$ cat src/rtl/uart_fifo_link_if.sv
// uart_fifo_link_if: byte-stream side of the UART link.
//   master : the consumer/producer logic (drives tx_data/tx_valid/rx_ready)
//   slave  : the UART link itself (drives ready/valid/data/status back)
// Signals:
//   tx_data/tx_valid/tx_ready : TX FIFO write handshake
//   rx_data/rx_valid/rx_ready : RX FIFO show-ahead read handshake
//   parity_err/frame_err/overrun : one-cycle receive status pulses
//   tx_level/rx_level : FIFO occupancies
interface uart_fifo_link_if #(
    parameter int DATA_BITS  = 8,
    parameter int FIFO_DEPTH = 16
);
    localparam int LW = $clog2(FIFO_DEPTH) + 1;

    logic [DATA_BITS-1:0] tx_data;
    logic                 tx_valid;
    logic                 tx_ready;
    logic [DATA_BITS-1:0] rx_data;
    logic                 rx_valid;
    logic                 rx_ready;
    logic                 parity_err;
    logic                 frame_err;
    logic                 overrun;
    logic [LW-1:0]        tx_level;
    logic [LW-1:0]        rx_level;

    modport master (
        output tx_data, tx_valid, rx_ready,
        input  tx_ready, rx_data, rx_valid, parity_err, frame_err, overrun,
               tx_level, rx_level
    );

    modport slave (
        input  tx_data, tx_valid, rx_ready,
        output tx_ready, rx_data, rx_valid, parity_err, frame_err, overrun,
               tx_level, rx_level
    );
endinterface

$ cat src/rtl/uart_fifo_link.sv
// uart_fifo_link: full-duplex UART with TX and RX FIFOs, 5..8 data bits,
// optional odd/even parity, 16x oversampling and receive error pulses.
// Ports:
//   clk   : system clock, rising edge
//   reset : asynchronous, active-high, clears all state
//   rx    : serial input (asynchronous, synchronised internally)
//   tx    : serial output, idle high
//   bus   : byte-stream handshakes, status pulses and FIFO levels
module uart_fifo_link #(
    parameter int CLK_HZ     = 100000000,
    parameter int BAUD       = 9600,
    parameter int DATA_BITS  = 8,
    parameter int PARITY     = 0,
    parameter int FIFO_DEPTH = 16
) (
    input  logic clk,
    input  logic reset,
    input  logic rx,
    output logic tx,
    uart_fifo_link_if.slave bus
);
    localparam int OVS_RAW = CLK_HZ / (BAUD * 16);
    localparam int OVS_DIV = (OVS_RAW < 1) ? 1 : OVS_RAW;
    localparam int CW      = (OVS_DIV > 1) ? $clog2(OVS_DIV) : 1;
    localparam int AW      = $clog2(FIFO_DEPTH);
    localparam int LW      = AW + 1;
    localparam int BCW     = $clog2(DATA_BITS) + 1;

    localparam logic [2:0] S_IDLE   = 3'd0;
    localparam logic [2:0] S_START  = 3'd1;
    localparam logic [2:0] S_DATA   = 3'd2;
    localparam logic [2:0] S_PARITY = 3'd3;
    localparam logic [2:0] S_STOP   = 3'd4;

    localparam logic [BCW-1:0] LAST_BIT = BCW'(DATA_BITS - 1);

    function automatic logic calc_parity(input logic [DATA_BITS-1:0] d);
        if (PARITY == 1) return ~(^d);
        return ^d;
    endfunction

    // ---------------- oversampling tick ----------------
    logic [CW-1:0] tick_cnt;
    logic          tick;

    assign tick = (tick_cnt == CW'(OVS_DIV - 1));

    always_ff @(posedge clk or posedge reset) begin
        if (reset)     tick_cnt <= '0;
        else if (tick) tick_cnt <= '0;
        else           tick_cnt <= tick_cnt + CW'(1);
    end

    // ---------------- TX FIFO ----------------
    logic [DATA_BITS-1:0] txf_mem [FIFO_DEPTH];
    logic [LW-1:0]        txf_wptr, txf_rptr, txf_level;
    logic                 txf_full, txf_empty, txf_push, txf_pop;
    logic [DATA_BITS-1:0] tx_head;

    assign txf_level    = txf_wptr - txf_rptr;
    assign txf_full     = (txf_level == LW'(FIFO_DEPTH));
    assign txf_empty    = (txf_level == '0);
    assign txf_push     = bus.tx_valid && !txf_full;
    assign tx_head      = txf_mem[txf_rptr[AW-1:0]];
    assign bus.tx_ready = !txf_full;
    assign bus.tx_level = txf_level;

    always_ff @(posedge clk) begin
        if (txf_push) txf_mem[txf_wptr[AW-1:0]] <= bus.tx_data;
    end

    always_ff @(posedge clk or posedge reset) begin
        if (reset) begin
            txf_wptr <= '0;
            txf_rptr <= '0;
        end else begin
            if (txf_push) txf_wptr <= txf_wptr + LW'(1);
            if (txf_pop)  txf_rptr <= txf_rptr + LW'(1);
        end
    end

    // ---------------- TX FSM ----------------
    logic [2:0]           tx_state;
    logic [3:0]           tx_phase;
    logic [BCW-1:0]       tx_bitcnt;
    logic [DATA_BITS-1:0] tx_shreg;
    logic                 tx_par;
    logic                 tx_q;
    logic                 tx_load;

    // A waiting byte is loaded either from IDLE or straight out of the last
    // stop tick, so queued frames follow each other without an idle gap.
    assign tx_load = tick && !txf_empty &&
                     ((tx_state == S_IDLE) || (tx_state == S_STOP && tx_phase == 4'd15));
    assign txf_pop = tx_load;
    assign tx      = tx_q;

    always_ff @(posedge clk or posedge reset) begin
        if (reset) begin
            tx_state  <= S_IDLE;
            tx_phase  <= '0;
            tx_bitcnt <= '0;
            tx_shreg  <= '0;
            tx_par    <= 1'b0;
            tx_q      <= 1'b1;
        end else if (tick) begin
            if (tx_load) begin
                tx_shreg  <= tx_head;
                tx_par    <= calc_parity(tx_head);
                tx_phase  <= '0;
                tx_bitcnt <= '0;
                tx_state  <= S_START;
                tx_q      <= 1'b0;
            end else begin
                case (tx_state)
                    S_IDLE: tx_q <= 1'b1;
                    S_START: begin
                        if (tx_phase == 4'd15) begin
                            tx_phase <= '0;
                            tx_state <= S_DATA;
                            tx_q     <= tx_shreg[0];
                        end else begin
                            tx_phase <= tx_phase + 4'd1;
                        end
                    end
                    S_DATA: begin
                        if (tx_phase == 4'd15) begin
                            tx_phase <= '0;
                            if (tx_bitcnt == LAST_BIT) begin
                                if (PARITY != 0) begin
                                    tx_state <= S_PARITY;
                                    tx_q     <= tx_par;
                                end else begin
                                    tx_state <= S_STOP;
                                    tx_q     <= 1'b1;
                                end
                            end else begin
                                tx_bitcnt <= tx_bitcnt + BCW'(1);
                                tx_shreg  <= tx_shreg >> 1;
                                tx_q      <= tx_shreg[1];
                            end
                        end else begin
                            tx_phase <= tx_phase + 4'd1;
                        end
                    end
                    S_PARITY: begin
                        if (tx_phase == 4'd15) begin
                            tx_phase <= '0;
                            tx_state <= S_STOP;
                            tx_q     <= 1'b1;
                        end else begin
                            tx_phase <= tx_phase + 4'd1;
                        end
                    end
                    S_STOP: begin
                        if (tx_phase == 4'd15) begin
                            tx_phase <= '0;
                            tx_state <= S_IDLE;
                        end else begin
                            tx_phase <= tx_phase + 4'd1;
                        end
                        tx_q <= 1'b1;
                    end
                    default: begin
                        tx_state <= S_IDLE;
                        tx_q     <= 1'b1;
                    end
                endcase
            end
        end
    end

    // ---------------- RX synchroniser ----------------
    logic [1:0] rx_sync;
    logic       rx_s;

    assign rx_s = rx_sync[1];

    always_ff @(posedge clk or posedge reset) begin
        if (reset) rx_sync <= '1;
        else       rx_sync <= {rx_sync[0], rx};
    end

    // ---------------- RX FSM ----------------
    logic [2:0]           rx_state;
    logic [3:0]           rx_phase;
    logic [BCW-1:0]       rx_bitcnt;
    logic [DATA_BITS-1:0] rx_shreg;
    logic                 rx_par;
    logic                 stop_sample, parity_ok, rx_commit;

    assign stop_sample = tick && (rx_state == S_STOP) && (rx_phase == 4'd15);
    assign parity_ok   = (PARITY == 0) || (rx_par == calc_parity(rx_shreg));
    assign rx_commit   = stop_sample && rx_s && parity_ok;

    always_ff @(posedge clk or posedge reset) begin
        if (reset) begin
            rx_state  <= S_IDLE;
            rx_phase  <= '0;
            rx_bitcnt <= '0;
            rx_shreg  <= '0;
            rx_par    <= 1'b0;
        end else if (tick) begin
            case (rx_state)
                S_IDLE: begin
                    if (!rx_s) begin
                        rx_state <= S_START;
                        rx_phase <= '0;
                    end
                end
                S_START: begin
                    // Mid-bit re-check; a line already back high was a glitch.
                    if (rx_phase == 4'd7) begin
                        rx_phase  <= '0;
                        rx_bitcnt <= '0;
                        rx_state  <= rx_s ? S_IDLE : S_DATA;
                    end else begin
                        rx_phase <= rx_phase + 4'd1;
                    end
                end
                S_DATA: begin
                    if (rx_phase == 4'd15) begin
                        rx_phase <= '0;
                        rx_shreg <= {rx_s, rx_shreg[DATA_BITS-1:1]};
                        if (rx_bitcnt == LAST_BIT)
                            rx_state <= (PARITY != 0) ? S_PARITY : S_STOP;
                        else
                            rx_bitcnt <= rx_bitcnt + BCW'(1);
                    end else begin
                        rx_phase <= rx_phase + 4'd1;
                    end
                end
                S_PARITY: begin
                    if (rx_phase == 4'd15) begin
                        rx_phase <= '0;
                        rx_par   <= rx_s;
                        rx_state <= S_STOP;
                    end else begin
                        rx_phase <= rx_phase + 4'd1;
                    end
                end
                S_STOP: begin
                    if (rx_phase == 4'd15) begin
                        rx_phase <= '0;
                        rx_state <= S_IDLE;
                    end else begin
                        rx_phase <= rx_phase + 4'd1;
                    end
                end
                default: rx_state <= S_IDLE;
            endcase
        end
    end

    // ---------------- RX FIFO ----------------
    logic [DATA_BITS-1:0] rxf_mem [FIFO_DEPTH];
    logic [LW-1:0]        rxf_wptr, rxf_rptr, rxf_level;
    logic                 rxf_full, rxf_empty, rxf_push, rxf_pop;

    assign rxf_level    = rxf_wptr - rxf_rptr;
    assign rxf_full     = (rxf_level == LW'(FIFO_DEPTH));
    assign rxf_empty    = (rxf_level == '0);
    assign rxf_pop      = bus.rx_ready && !rxf_empty;
    assign rxf_push     = rx_commit && (!rxf_full || rxf_pop);
    assign bus.rx_valid = !rxf_empty;
    assign bus.rx_data  = rxf_empty ? '0 : rxf_mem[rxf_rptr[AW-1:0]];
    assign bus.rx_level = rxf_level;

    always_ff @(posedge clk) begin
        if (rxf_push) rxf_mem[rxf_wptr[AW-1:0]] <= rx_shreg;
    end

    always_ff @(posedge clk or posedge reset) begin
        if (reset) begin
            rxf_wptr <= '0;
            rxf_rptr <= '0;
        end else begin
            if (rxf_push) rxf_wptr <= rxf_wptr + LW'(1);
            if (rxf_pop)  rxf_rptr <= rxf_rptr + LW'(1);
        end
    end

    // Status pulses: stop-bit error wins over parity, parity over overrun.
    logic frame_err_q, parity_err_q, overrun_q;

    always_ff @(posedge clk or posedge reset) begin
        if (reset) begin
            frame_err_q  <= 1'b0;
            parity_err_q <= 1'b0;
            overrun_q    <= 1'b0;
        end else begin
            frame_err_q  <= stop_sample && !rx_s;
            parity_err_q <= stop_sample && rx_s && !parity_ok;
            overrun_q    <= rx_commit && rxf_full && !rxf_pop;
        end
    end

    assign bus.frame_err  = frame_err_q;
    assign bus.parity_err = parity_err_q;
    assign bus.overrun    = overrun_q;
endmodule

$ cat src/flat_wrapper.sv
// flat-port wrapper written by rule: the top's interface ports become plain ports
module uart_fifo_link_flat 
#(
    parameter int CLK_HZ     = 100000000,
    parameter int BAUD       = 9600,
    parameter int DATA_BITS  = 8,
    parameter int PARITY     = 0,
    parameter int FIFO_DEPTH = 16
)
  (clk, reset, rx, tx, bus_tx_data, bus_tx_valid, bus_rx_ready, bus_tx_ready, bus_rx_data, bus_rx_valid, bus_parity_err, bus_frame_err, bus_overrun, bus_tx_level, bus_rx_level);
  uart_fifo_link_if #(.DATA_BITS(DATA_BITS), .FIFO_DEPTH(FIFO_DEPTH)) bus_i ();
  input  logic clk;
  input  logic reset;
  input  logic rx;
  output logic tx;
  input wire logic [$bits(bus_i.tx_data)-1:0] bus_tx_data;
  input wire logic [$bits(bus_i.tx_valid)-1:0] bus_tx_valid;
  input wire logic [$bits(bus_i.rx_ready)-1:0] bus_rx_ready;
  output wire logic [$bits(bus_i.tx_ready)-1:0] bus_tx_ready;
  output wire logic [$bits(bus_i.rx_data)-1:0] bus_rx_data;
  output wire logic [$bits(bus_i.rx_valid)-1:0] bus_rx_valid;
  output wire logic [$bits(bus_i.parity_err)-1:0] bus_parity_err;
  output wire logic [$bits(bus_i.frame_err)-1:0] bus_frame_err;
  output wire logic [$bits(bus_i.overrun)-1:0] bus_overrun;
  output wire logic [$bits(bus_i.tx_level)-1:0] bus_tx_level;
  output wire logic [$bits(bus_i.rx_level)-1:0] bus_rx_level;
  assign bus_i.tx_data = bus_tx_data;
  assign bus_i.tx_valid = bus_tx_valid;
  assign bus_i.rx_ready = bus_rx_ready;
  assign bus_tx_ready = bus_i.tx_ready;
  assign bus_rx_data = bus_i.rx_data;
  assign bus_rx_valid = bus_i.rx_valid;
  assign bus_parity_err = bus_i.parity_err;
  assign bus_frame_err = bus_i.frame_err;
  assign bus_overrun = bus_i.overrun;
  assign bus_tx_level = bus_i.tx_level;
  assign bus_rx_level = bus_i.rx_level;
  uart_fifo_link #(.CLK_HZ(CLK_HZ), .BAUD(BAUD), .DATA_BITS(DATA_BITS), .PARITY(PARITY), .FIFO_DEPTH(FIFO_DEPTH)) u_core (.clk(clk), .reset(reset), .rx(rx), .tx(tx), .bus(bus_i));
endmodule
$ cat config.mk
export PLATFORM = sky130hd
export DESIGN_NAME = uart_fifo_link_flat
export DESIGN_NICKNAME = d
export VERILOG_FILES = /design/src/rtl/uart_fifo_link_if.sv /design/src/rtl/uart_fifo_link.sv /design/src/flat_wrapper.sv
export SDC_FILE = /design/constraint.sdc
export NUM_CORES = 1
export LEC_CHECK = 0
export BUFFER_PORTS_ARGS = -buffer_cell sky130_fd_sc_hd__buf_2
export CAP_MARGIN = 20
export CORE_MARGIN = 1.5
export CORE_UTILIZATION = 42
export DETAILED_ROUTE_END_ITERATION = 8
export SYNTH_ARGS = -nofsm -noshare
export SYNTH_HDL_FRONTEND = slang
export SYNTH_SLANG_ARGS = --single-unit
$ cat constraint.sdc
create_clock -name clk -period 5.8 [get_ports clk]
set_input_delay 0.58 -clock clk [delete_from_list [all_inputs] [get_ports clk]]
set_output_delay 0.58 -clock clk [all_outputs]
set_load 0.02 [all_outputs]
==> results.json, run 1 <==
{
  "antenna_found_initial": 0,
  "grt_util_met1_pct": 21.5,
  "dp_hpwl_mm": 16.2,
  "wirelength_mm": 25.2,
  "slowest_delay_ns": 0.88,
  "slowest_stage": "a221oi_2",
  "setup_violations": 0,
  "yosysSeqAreaShare_pct": 68.8,
  "worstSetupPathType": "reg -> out",
  "hold_class": "in -> reg",
  "grt_usage_pct": 15.6,
  "post_cts_buffers": 0,
  "grt_max_degree": 74,
  "avgViaCountPerCell": 5.23,
  "max-vdd-ir-drop_mv": 0.245,
  "root_buffer": "clkbuf_16",
  "ios": 37,
  "start_kind": "register",
  "initial_core_util_pct": 42.7,
  "pre_cts_ws_ns": 1.79,
  "slew-limit-headroom_pct": 30.3,
  "min_period_ns": 4.11,
  "critPathMostFrequentCell": "nor2b_1",
  "dieWidth_um": 185,
  "fin_skew_ns": 0.0217,
  "numCtsBuffers": 35,
  "clock_latency_ns": 0.52,
  "synthFlopType": "edfxtp_1",
  "worst_slack_ns": 1.69,
  "cap_violations": 0,
  "synth_enable_flop_cells": 256,
  "crit_chain": "buf_4, inv_1, ha_1, nor2b_1, o21a_1, or3_1, a221oi_2, nor2b_1, buf_2",
  "grt_pass1_wl_mm": 40.4,
  "path_clk_slew_ns": 0.06,
  "routedWlPerCell_um": 19.2,
  "fp.coreArea_mm2": 0.0325,
  "setup_tns_ns": 0,
  "yosys_register_bits": 329,
  "drt.antenna.violating_nets": 0,
  "worstPathMaxFanout": 37,
  "cts_resized": 0,
  "fmax_mhz": 243,
  "cts_sinks": 329,
  "grt-ovfl-total": 0,
  "drt_iter0_markers": 412,
  "syn_nets": 836,
  "p_leak_uw": 0.00581,
  "power_density_mw_per_mm2": 382,
  "postCtsHoldBufs": 0,
  "tritoncts": "built",
  "num_rows": 66,
  "tightest_slew_ns": 1.05,
  "yosys_warnings": 0,
  "area_growth_pct": 12.9,
  "required_ns": 5.22,
  "io_buffers": 35,
  "top_usage_layer": "met2",
  "drive_gt1_share_pct": 23.4,
  "place_congestion": 0.746,
  "hold_violations": 0,
  "syn_area_mm2": 0.0138,
  "vias": 6868,
  "synthCells": 797,
  "status": "finished clean",
  "dr.pass1.iters": 4,
  "syn_avg_cell_area_um2": 17.4,
  "fin_nets": 883,
  "drc_errors": 0,
  "cts.path.max_buffers": 3,
  "rsz0062_at_grt": "no",
  "use_met3_pct": 2.63,
  "grt_pass1_vias": 6970,
  "final-max-slew-violation-count": 0,
  "cp_data_arrival_time_ns": 3.53,
  "die-area_mm2": 0.0341,
  "yosysUniqueCellTypes": 63,
  "layout_worst_path_cycle_share_pct": 70.8,
  "n_antenna_cell": 0,
  "end_kind": "primary output",
  "fp.dieH_um": 185,
  "final_core_util_pct": 48.1,
  "grtUsageMet2_pct": 25.2,
  "htreeDepth": 2,
  "synthArstFlopShare_pct": 22.2
}
cells in the mapped netlist (5+ instances only):
| master | n | share of area [%] |
|---|---|---|
| clkbuf_1 | 18 | 0.49 |
| nor3_1 | 11 | 0.40 |
| mux4_2 | 79 | 13 |
| nand4_1 | 5 | 0.23 |
| buf_2 | 12 | 0.43 |
| nand3_1 | 19 | 0.69 |
| nor2_1 | 29 | 0.79 |
| xor2_1 | 12 | 0.76 |
| a22oi_1 | 7 | 0.38 |
| o21ai_0 | 29 | 1.0 |
| a21oi_1 | 8 | 0.29 |
| xnor2_1 | 21 | 1.3 |
| inv_1 | 29 | 0.79 |
| and3_1 | 26 | 1.2 |
| nand2b_1 | 8 | 0.36 |
| nand2_1 | 39 | 1.1 |
| and2_1 | 5 | 0.23 |
| ha_1 | 24 | 2.2 |
| dfrtp_1 | 70 | 13 |
| mux2_2 | 11 | 0.89 |
| nor2b_1 | 18 | 0.81 |
| edfxtp_1 | 256 | 56 |
cells in the final DEF, fill, tap and decap left out, drive strengths merged, types with 4 or more instances in the layout:
cell type / synthesis / layout
a21oi: 9 / 9
a22oi: 7 / 7
and2: 5 / 5
and3: 26 / 26
buf: 15 / 43
clkbuf: 18 / 51
clkinv: 0 / 9
dfrtp: 70 / 70
edfxtp: 256 / 256
ha: 24 / 24
inv: 30 / 30
mux2: 11 / 11
mux4: 79 / 79
nand2: 39 / 39
nand2b: 8 / 8
nand3: 19 / 19
nand4: 8 / 8
nor2: 29 / 29
nor2b: 18 / 18
nor3: 12 / 12
o21ai: 32 / 32
o31ai: 4 / 4
xnor2: 22 / 22
xor2: 12 / 12
cell type report:
class	count	area, µm²
sequential	329	9520
timing repair buffer	43	228
inverter	30	114
multi-input combinational	405	4060
tap	442	553
clock inverter	12	144
clock buffer	51	1010
fill	2715	16800
state kept, by name, indices dropped and copies added, names as in the netlist, 4 cells and up:
register          count
u_core.rxf_wptr       5
u_core.rx_phase       4
u_core.rx_bitcnt      4
u_core.tx_bitcnt      4
u_core.rxf_mem      128
u_core.tx_phase       4
u_core.txf_mem      128
u_core.tx_shreg       8
u_core.rxf_rptr       5
u_core.txf_rptr       5
u_core.tick_cnt      10
u_core.txf_wptr       5
u_core.rx_shreg       8
cells by family (layout without fill, tap and decap cells):
group / after synthesis / in the layout / share of synthesized area [%]
XOR/XNOR: 34 / 34 / 2.21
adder cells (fa/ha/maj): 26 / 26 / 2.46
buffers and inverters: 63 / 136 / 1.93
other: 1 / 1 / 0.0271
AO/OA/AOI/OAI: 74 / 74 / 3.74
multiplexers: 92 / 92 / 13.9
AND/OR/NAND/NOR: 178 / 178 / 6.99
flip-flops: 329 / 329 / 68.8
routing by layer:
metal,vias to the layer above,wire length [µm]
li1,3207,-
met4,0,570
met3,37,1050
met1,3501,11400
met5,-,0
met2,123,12200
report_power, final:
| group | leakage (µW) | internal, µW | total, µW | switching [µW] |
|---|---|---|---|---|
| registers | 0.00356 | 2660 | 2730 | 73.6 |
| clock network | 0.000560 | 1340 | 2220 | 874 |
| logic | 0.00169 | 397 | 1010 | 614 |
| total | 0.00581 | 4400 | 5960 | 1560 |
critical path, delay by kind of cell, from the launching register on:
| family | cells | cell delay (ns) |
|---|---|---|
| fa+ha+maj | 1 | 0.30 |
| buf+inv | 3 | 0.75 |
| flops | 1 | 0.32 |
| simple gates | 3 | 0.58 |
| compound gates | 2 | 1.05 |
worst paths after layout:
path	from	to	slack, ns	depth (start not counted)
worst max-delay path	u_core.rxf_rptr[1]	bus_rx_data[5]	1.69	9
worst min-delay path	rx	u_core.rx_sync[0]	0.17	1
worst max register to register	u_core.txf_rptr[2]	u_core.txf_mem[2][0]	1.99	9
worst min register to register	u_core.rx_sync[0]	u_core.rx_sync[1]	0.35	0
max in group asynchronous	reset	u_core.txf_rptr[0]	4.77	3
min in group asynchronous	reset	u_core.bus.frame_err	0.34	3
per-stage QoR:
stage | power [µW] | cell area [µm²] | hold slack [ns] | instances
2_1_floorplan | 3520 | 13800 | 0.345 | 797
3_3_place_gp | 3800 | 14500 | 0.347 | 1246
3_5_place_dp | 3810 | 14500 | 0.347 | 1246
4_1_cts | 6050 | 15600 | 0.148 | 1309
5_1_grt | 6230 | 15600 | 0.157 | 1312
6_report | 5960 | 15600 | 0.172 | 1312
(Power assumes the default switching activity.)
==> run 2, diff against run 1 <==
==> constraint.sdc (replaced) <==
create_clock -name clk -period 3.75 [get_ports clk]
set_input_delay 0.375 -clock clk [delete_from_list [all_inputs] [get_ports clk]]
set_output_delay 0.375 -clock clk [all_outputs]
set_load 0.02 [all_outputs]
==> run 2 against run 1 <==
Sequential power is 54% higher. Global-route usage grew 1.3 points. Wire length grew 8.2%. Critical path depth fell by 1. Critical path type unchanged. Design area grew 0.85%. Largest cell class unchanged. Sequential share of layout area down 0.51 points.
==> results.json, run 2 (synthesis results as in run 1) <==
{
  "tightest_slew_ns": 0.837,
  "area_growth_pct": 13.8,
  "wirelength_mm": 27.2,
  "ios": 37,
  "cts_sinks": 329,
  "end_kind": "primary output",
  "setup_tns_ns": 0,
  "hold_slack_ns": 0.0142,
  "power_density_mw_per_mm2": 588,
  "fp.dieH_um": 185,
  "worstPathMaxFanout": 5,
  "setup_violations": 0,
  "p_leak_uw": 0.00591,
  "tritoncts": "built",
  "fillers": 2742,
  "drc_errors": 0,
  "grt-ovfl-total": 0,
  "fin_skew_ns": 0.0129,
  "fp.coreArea_mm2": 0.0325,
  "fin_nets": 902,
  "max-vdd-ir-drop_mv": 0.380,
  "status": "finished clean",
  "fmax_mhz": 298,
  "numCtsBuffers": 35,
  "drt.antenna.violating_nets": 0,
  "htreeDepth": 2,
  "grt_usage_pct": 16.8,
  "dieWidth_um": 185,
  "post_cts_buffers": 0,
  "die-area_mm2": 0.0341,
  "initial_core_util_pct": 42.7,
  "routedWlPerCell_um": 20.5,
  "drt_iter0_markers": 498,
  "cp_data_arrival_time_ns": 2.99,
  "rsz0062_at_grt": "no",
  "grt_pass1_vias": 7212,
  "start_kind": "register",
  "slew-limit-headroom_pct": 44.1,
  "min_period_ns": 3.36,
  "num_rows": 66,
  "grt_pass1_wl_mm": 43.0,
  "layout_common_cells": "256 x edfxtp_1, 79 x mux4_2, 68 x dfrtp_1",
  "antenna_found_initial": 0,
  "vias": 6990,
  "avgViaCountPerCell": 5.25,
  "hold_violations": 0,
  "worstSetupPathType": "reg -> out",
  "n_antenna_cell": 0,
  "root_buffer": "clkbuf_16",
  "dp_hpwl_mm": 17.8,
  "cts.path.max_buffers": 3,
  "final_common_cell": "edfxtp_1",
  "clock_latency_ns": 0.51,
  "layout_worst_path_cycle_share_pct": 89.6,
  "path_clk_slew_ns": 0.06,
  "required_ns": 3.38,
  "final-max-slew-violation-count": 0,
  "io_buffers": 35,
  "rr_startpoint": "u_core.rxf_wptr[0]",
  "grt_max_degree": 46,
  "place_congestion": 0.767,
  "cap_violations": 0,
  "drive_gt1_share_pct": 25.3,
  "crit_start": "u_core.txf_wptr[0]",
  "dr.pass1.iters": 5,
  "hold_class": "in -> async"
}
## run 2: cell types whose count changed in the layout (fill, tap and decap cells not counted), sizes merged
| cell | before | now |
|---|---|---|
| inv | 30 | 31 |
| bufinv | 3 | 2 |
| dlygate4sd3 | 0 | 1 |
| clkinv | 9 | 13 |
| clkinvlp | 0 | 1 |
| clkbuf | 51 | 46 |
| buf | 43 | 61 |
## run 2: power breakdown
group	switching (µW)	internal, µW	total, µW
Sequential	83.4	4120	4200
Combinational	1050	688	1740
Clock	1370	1970	3330
## run 2: critical path: stages (launching register included)
cell and delay, ns:
dfrtp_1 0.40, inv_1 0.12, ha_1 0.23, fa_1 0.56, inv_1 0.05, or3_1 0.37
o31ai_2 0.48, nand2_1 0.10, buf_2 0.17
## run 2: through the flow
stage | power (µW) | cell area [µm²] | instances | setup slack, ns | util (%)
after floorplan | 5450 | 13800 | 797 | 0.291 | -
after global placement | 6030 | 14600 | 1266 | 0.420 | 45.0
after detailed placement | 6030 | 14600 | 1266 | 0.318 | 45.0
after CTS | 9390 | 15700 | 1330 | 0.289 | 48.5
after global routing | 9690 | 15800 | 1331 | 0.189 | 48.6
final | 9270 | 15800 | 1331 | 0.390 | 48.6
## run 2: final timing paths
| kind | cells after the start | slack, ns | endpoint |
|---|---|---|---|
| max reg2reg | 10 | 0.49 | u_core.rxf_mem[9][2] |
| max | 8 | 0.39 | bus_tx_ready |
| min reg2reg | 0 | 0.36 | u_core.rx_sync[1] |
| max in group asynchronous | 3 | 2.83 | u_core.txf_rptr[0] |
| min | 2 | 0.01 | u_core.rxf_wptr[1] |
| min in group clk | 3 | 0.22 | u_core.rxf_rptr[0] |
## run 2: metal layers
metal	routed length, µm	up-vias	part of all wire [%]	global-route usage (%)
met2	13300	151	49	27.4
met3	1190	38	4.4	2.77
li1	-	3235	-	-
met4	486	0	1.8	4.10
met1	12200	3566	45	23.7
met5	0	-	0	0
## run 2: cell type report
cell class	instances	area, µm²	area share, %
inverter	30	114	0.723
tap	442	553	3.51
sequential	329	9520	60.4
clock inverter	17	149	0.945
clock buffer	46	968	6.15
timing repair buffer	62	388	2.46
multi-input combinational	405	4070	25.8
## run 2: repair_timing
action | CTS | global route
hold endpoints to repair | 1 | 0
endpoints found under the setup margin | 0 | 8
resized for setup | 0 | 1
hold buffers | 1 | 0
==> run 3, diff against run 2 <==
--- a/config.mk
+++ b/config.mk
@@ -7,9 +7,11 @@
 export LEC_CHECK = 0
 export BUFFER_PORTS_ARGS = -buffer_cell sky130_fd_sc_hd__buf_2
 export CAP_MARGIN = 20
+export CORE_ASPECT_RATIO = 1.25
 export CORE_MARGIN = 1.5
-export CORE_UTILIZATION = 42
+export CORE_UTILIZATION = 56
 export DETAILED_ROUTE_END_ITERATION = 8
+export PLACE_DENSITY = 0.76
 export SYNTH_ARGS = -nofsm -noshare
 export SYNTH_HDL_FRONTEND = slang
 export SYNTH_SLANG_ARGS = --single-unit
==> run 3 against run 2 <==
Sequential share of layout area grew 0.88 points. First-iteration DRC count fell by 0.40%. Highest routed layer unchanged. Clock power decreased by 2%. Flip-flop and latch count is the same. Maximum frequency decreased by 4.1%. Critical path depth rose by 2. Largest cell class unchanged. Hold slack improved by 0.19 ns. Power shrank 1.4%. Count of clock-buffer cells in the layout decreased by 7. Critical endpoint is now u_core.txf_mem[13][0].
==> results.json, run 3 (synthesis results as in run 1) <==
{
  "fin_nets": 893,
  "cts.path.max_buffers": 3,
  "avgViaCountPerCell": 6.04,
  "setup_violations": 0,
  "crit_end": "u_core.txf_mem[13][0]",
  "pre_cts_ws_ns": 0.292,
  "layout_worst_path_cycle_share_pct": 93.4,
  "grt_usage_pct": 22.8,
  "path_depth": 10,
  "post_cts_buffers": 0,
  "rr_startpoint": "u_core.txf_wptr[0]",
  "vias": 7307,
  "start_kind": "register",
  "final_common_cell": "edfxtp_1",
  "status": "finished clean",
  "critPathMostFrequentCell": "inv_1",
  "grt_max_degree": 36,
  "critPathTopFamily": "simple AND/OR/NAND/NOR gates",
  "rsz0062_at_grt": "no",
  "routedWlPerCell_um": 23.5,
  "area_growth_pct": 12.2,
  "tightest_slew_ns": 0.830,
  "required_ns": 3.93,
  "drc_errors": 0,
  "r2r-end": "u_core.txf_mem[13][0]",
  "slowest_stage": "nor2_1",
  "dieWidth_um": 144,
  "grt_pass1_vias": 7537,
  "placed_cell_area_mm2": 0.0144,
  "worstPathMaxFanout": 8,
  "dp_hpwl_mm": 19.2,
  "p_leak_uw": 0.00585,
  "path_clk_slew_ns": 0.06,
  "slew-limit-headroom_pct": 44.7,
  "r2r_setup_slack_ns": 0.25,
  "fillers": 1689,
  "min_period_ns": 3.50,
  "setup_tns_ns": 0,
  "r2r_cells": 10,
  "cp_num_buf_inv": 2,
  "fp.dieH_um": 179,
  "hold_violations": 0,
  "cp_data_arrival_time_ns": 3.68,
  "ios": 37,
  "worst_slack_ns": 0.247,
  "crit_chain": "inv_1, ha_1, fa_1, nand2b_1, a21oi_1, xor2_1, inv_1, a21boi_2, nand2_1, nor2_1",
  "place_congestion": 0.834,
  "cap_violations": 0,
  "drt.antenna.violating_nets": 0,
  "hold_class": "in -> reg",
  "cts_resized": 0,
  "clock_latency_ns": 0.56,
  "antenna_found_initial": 0,
  "grt_pass1_wl_mm": 43.5,
  "stdcell_area_mm2": 0.0155,
  "final-max-slew-violation-count": 0,
  "slowest_delay_ns": 0.57,
  "crit_start": "u_core.txf_wptr[0]",
  "n_antenna_cell": 0,
  "fp.coreArea_mm2": 0.0243,
  "cts_sinks": 329,
  "max-vdd-ir-drop_mv": 0.504,
  "layout_common_cells": "256 x edfxtp_1, 79 x mux4_2, 68 x dfrtp_1",
  "worstSetupPathType": "reg -> reg",
  "fmax_mhz": 285,
  "tritoncts": "built",
  "drive_gt1_share_pct": 25.1,
  "initial_core_util_pct": 56.9,
  "fin_skew_ns": 0.0219,
  "io_buffers": 35,
  "root_buffer": "clkbuf_16",
  "wirelength_mm": 28.4,
  "num_rows": 64,
  "die-area_mm2": 0.0257,
  "numCtsBuffers": 31,
  "dr.pass1.iters": 7,
  "grt-ovfl-total": 0,
  "htreeDepth": 1,
  "power_density_mw_per_mm2": 589,
  "drt_iter0_markers": 496,
  "end_kind": "register"
}
[run 3: cell count changes in the layout (fill, tap and decap cells not counted), moves of 2 or more]
cell,before,now
buf_4,25,20
clkbuf_16,36,31
clkinv_1,6,2
clkinv_2,6,2
clkbuf_1,7,4
clkinv_4,0,3
bufinv_16,2,4
[run 3: per-layer routing]
layer  vias to the layer above  global-route usage, %  part of all wire (%)
li1                       3219                      -                     -
met3                        48                   2.62                   4.4
met1                      3791                   27.2                    37
met2                       249                   43.0                    56
met4                         0                   7.06                   2.6
met5                         -                      0                     0
[run 3: final cells by class]
class                           instances  area (µm²)  area share (%)
Sequential cell                       329        9520            61.3
Timing Repair Buffer                   57         345            2.22
Inverter                               30         113           0.725
Clock buffer                           39         846            5.45
Tap cell                              330         413            2.66
Multi-Input combinational cell        405        4060            26.1
Clock inverter                         19         238            1.53
[run 3: how the worst min path moves through the flow]
stage / startpoint / to / depth (start not counted)
finish: bus_rx_ready / u_core.rxf_rptr[0] / 3
global route: bus_rx_ready / u_core.rxf_rptr[0] / 3
CTS: bus_rx_ready / u_core.rxf_rptr[0] / 3
detailed placement: u_core.rx_sync[0] / u_core.rx_sync[1] / 0
global placement: u_core.rx_sync[0] / u_core.rx_sync[1] / 0
floorplan: u_core.rx_sync[0] / u_core.rx_sync[1] / 0
[run 3: repair_timing]
action	CTS	global route
hold endpoints to repair	26	0
hold buffers	2	0
endpoints found under the setup margin	0	0
[run 3: worst reg2reg max path, cell delays in order, from the launching register on]
cell and delay [ns]:
dfrtp_1 0.42, inv_1 0.13, ha_1 0.23, fa_1 0.46
nand2b_1 0.16, a21oi_1 0.15, xor2_1 0.34, inv_1 0.15
a21boi_2 0.39, nand2_1 0.13, nor2_1 0.57
[run 3: power breakdown]
part | leakage [µW] | switching, µW | internal [µW] | total, µW
logic | 0.00176 | 995 | 653 | 1650
clock network | 0.000523 | 1350 | 1900 | 3250
registers | 0.00356 | 131 | 4110 | 4240
total | 0.00585 | 2480 | 6670 | 9140
[run 3: metrics by stage]
| step | power, µW | instances | hold slack (ns) | utilization, % |
|---|---|---|---|---|
| 2_1_floorplan | 5450 | 797 | 0.345 | - |
| 3_3_place_gp | 5910 | 1149 | 0.349 | 59.3 |
| 3_5_place_dp | 5960 | 1149 | 0.352 | 59.3 |
| 4_1_cts | 9200 | 1209 | 0.177 | 63.8 |
| 5_1_grt | 9470 | 1209 | 0.217 | 63.8 |
| 6_report | 9140 | 1209 | 0.205 | 63.8 |
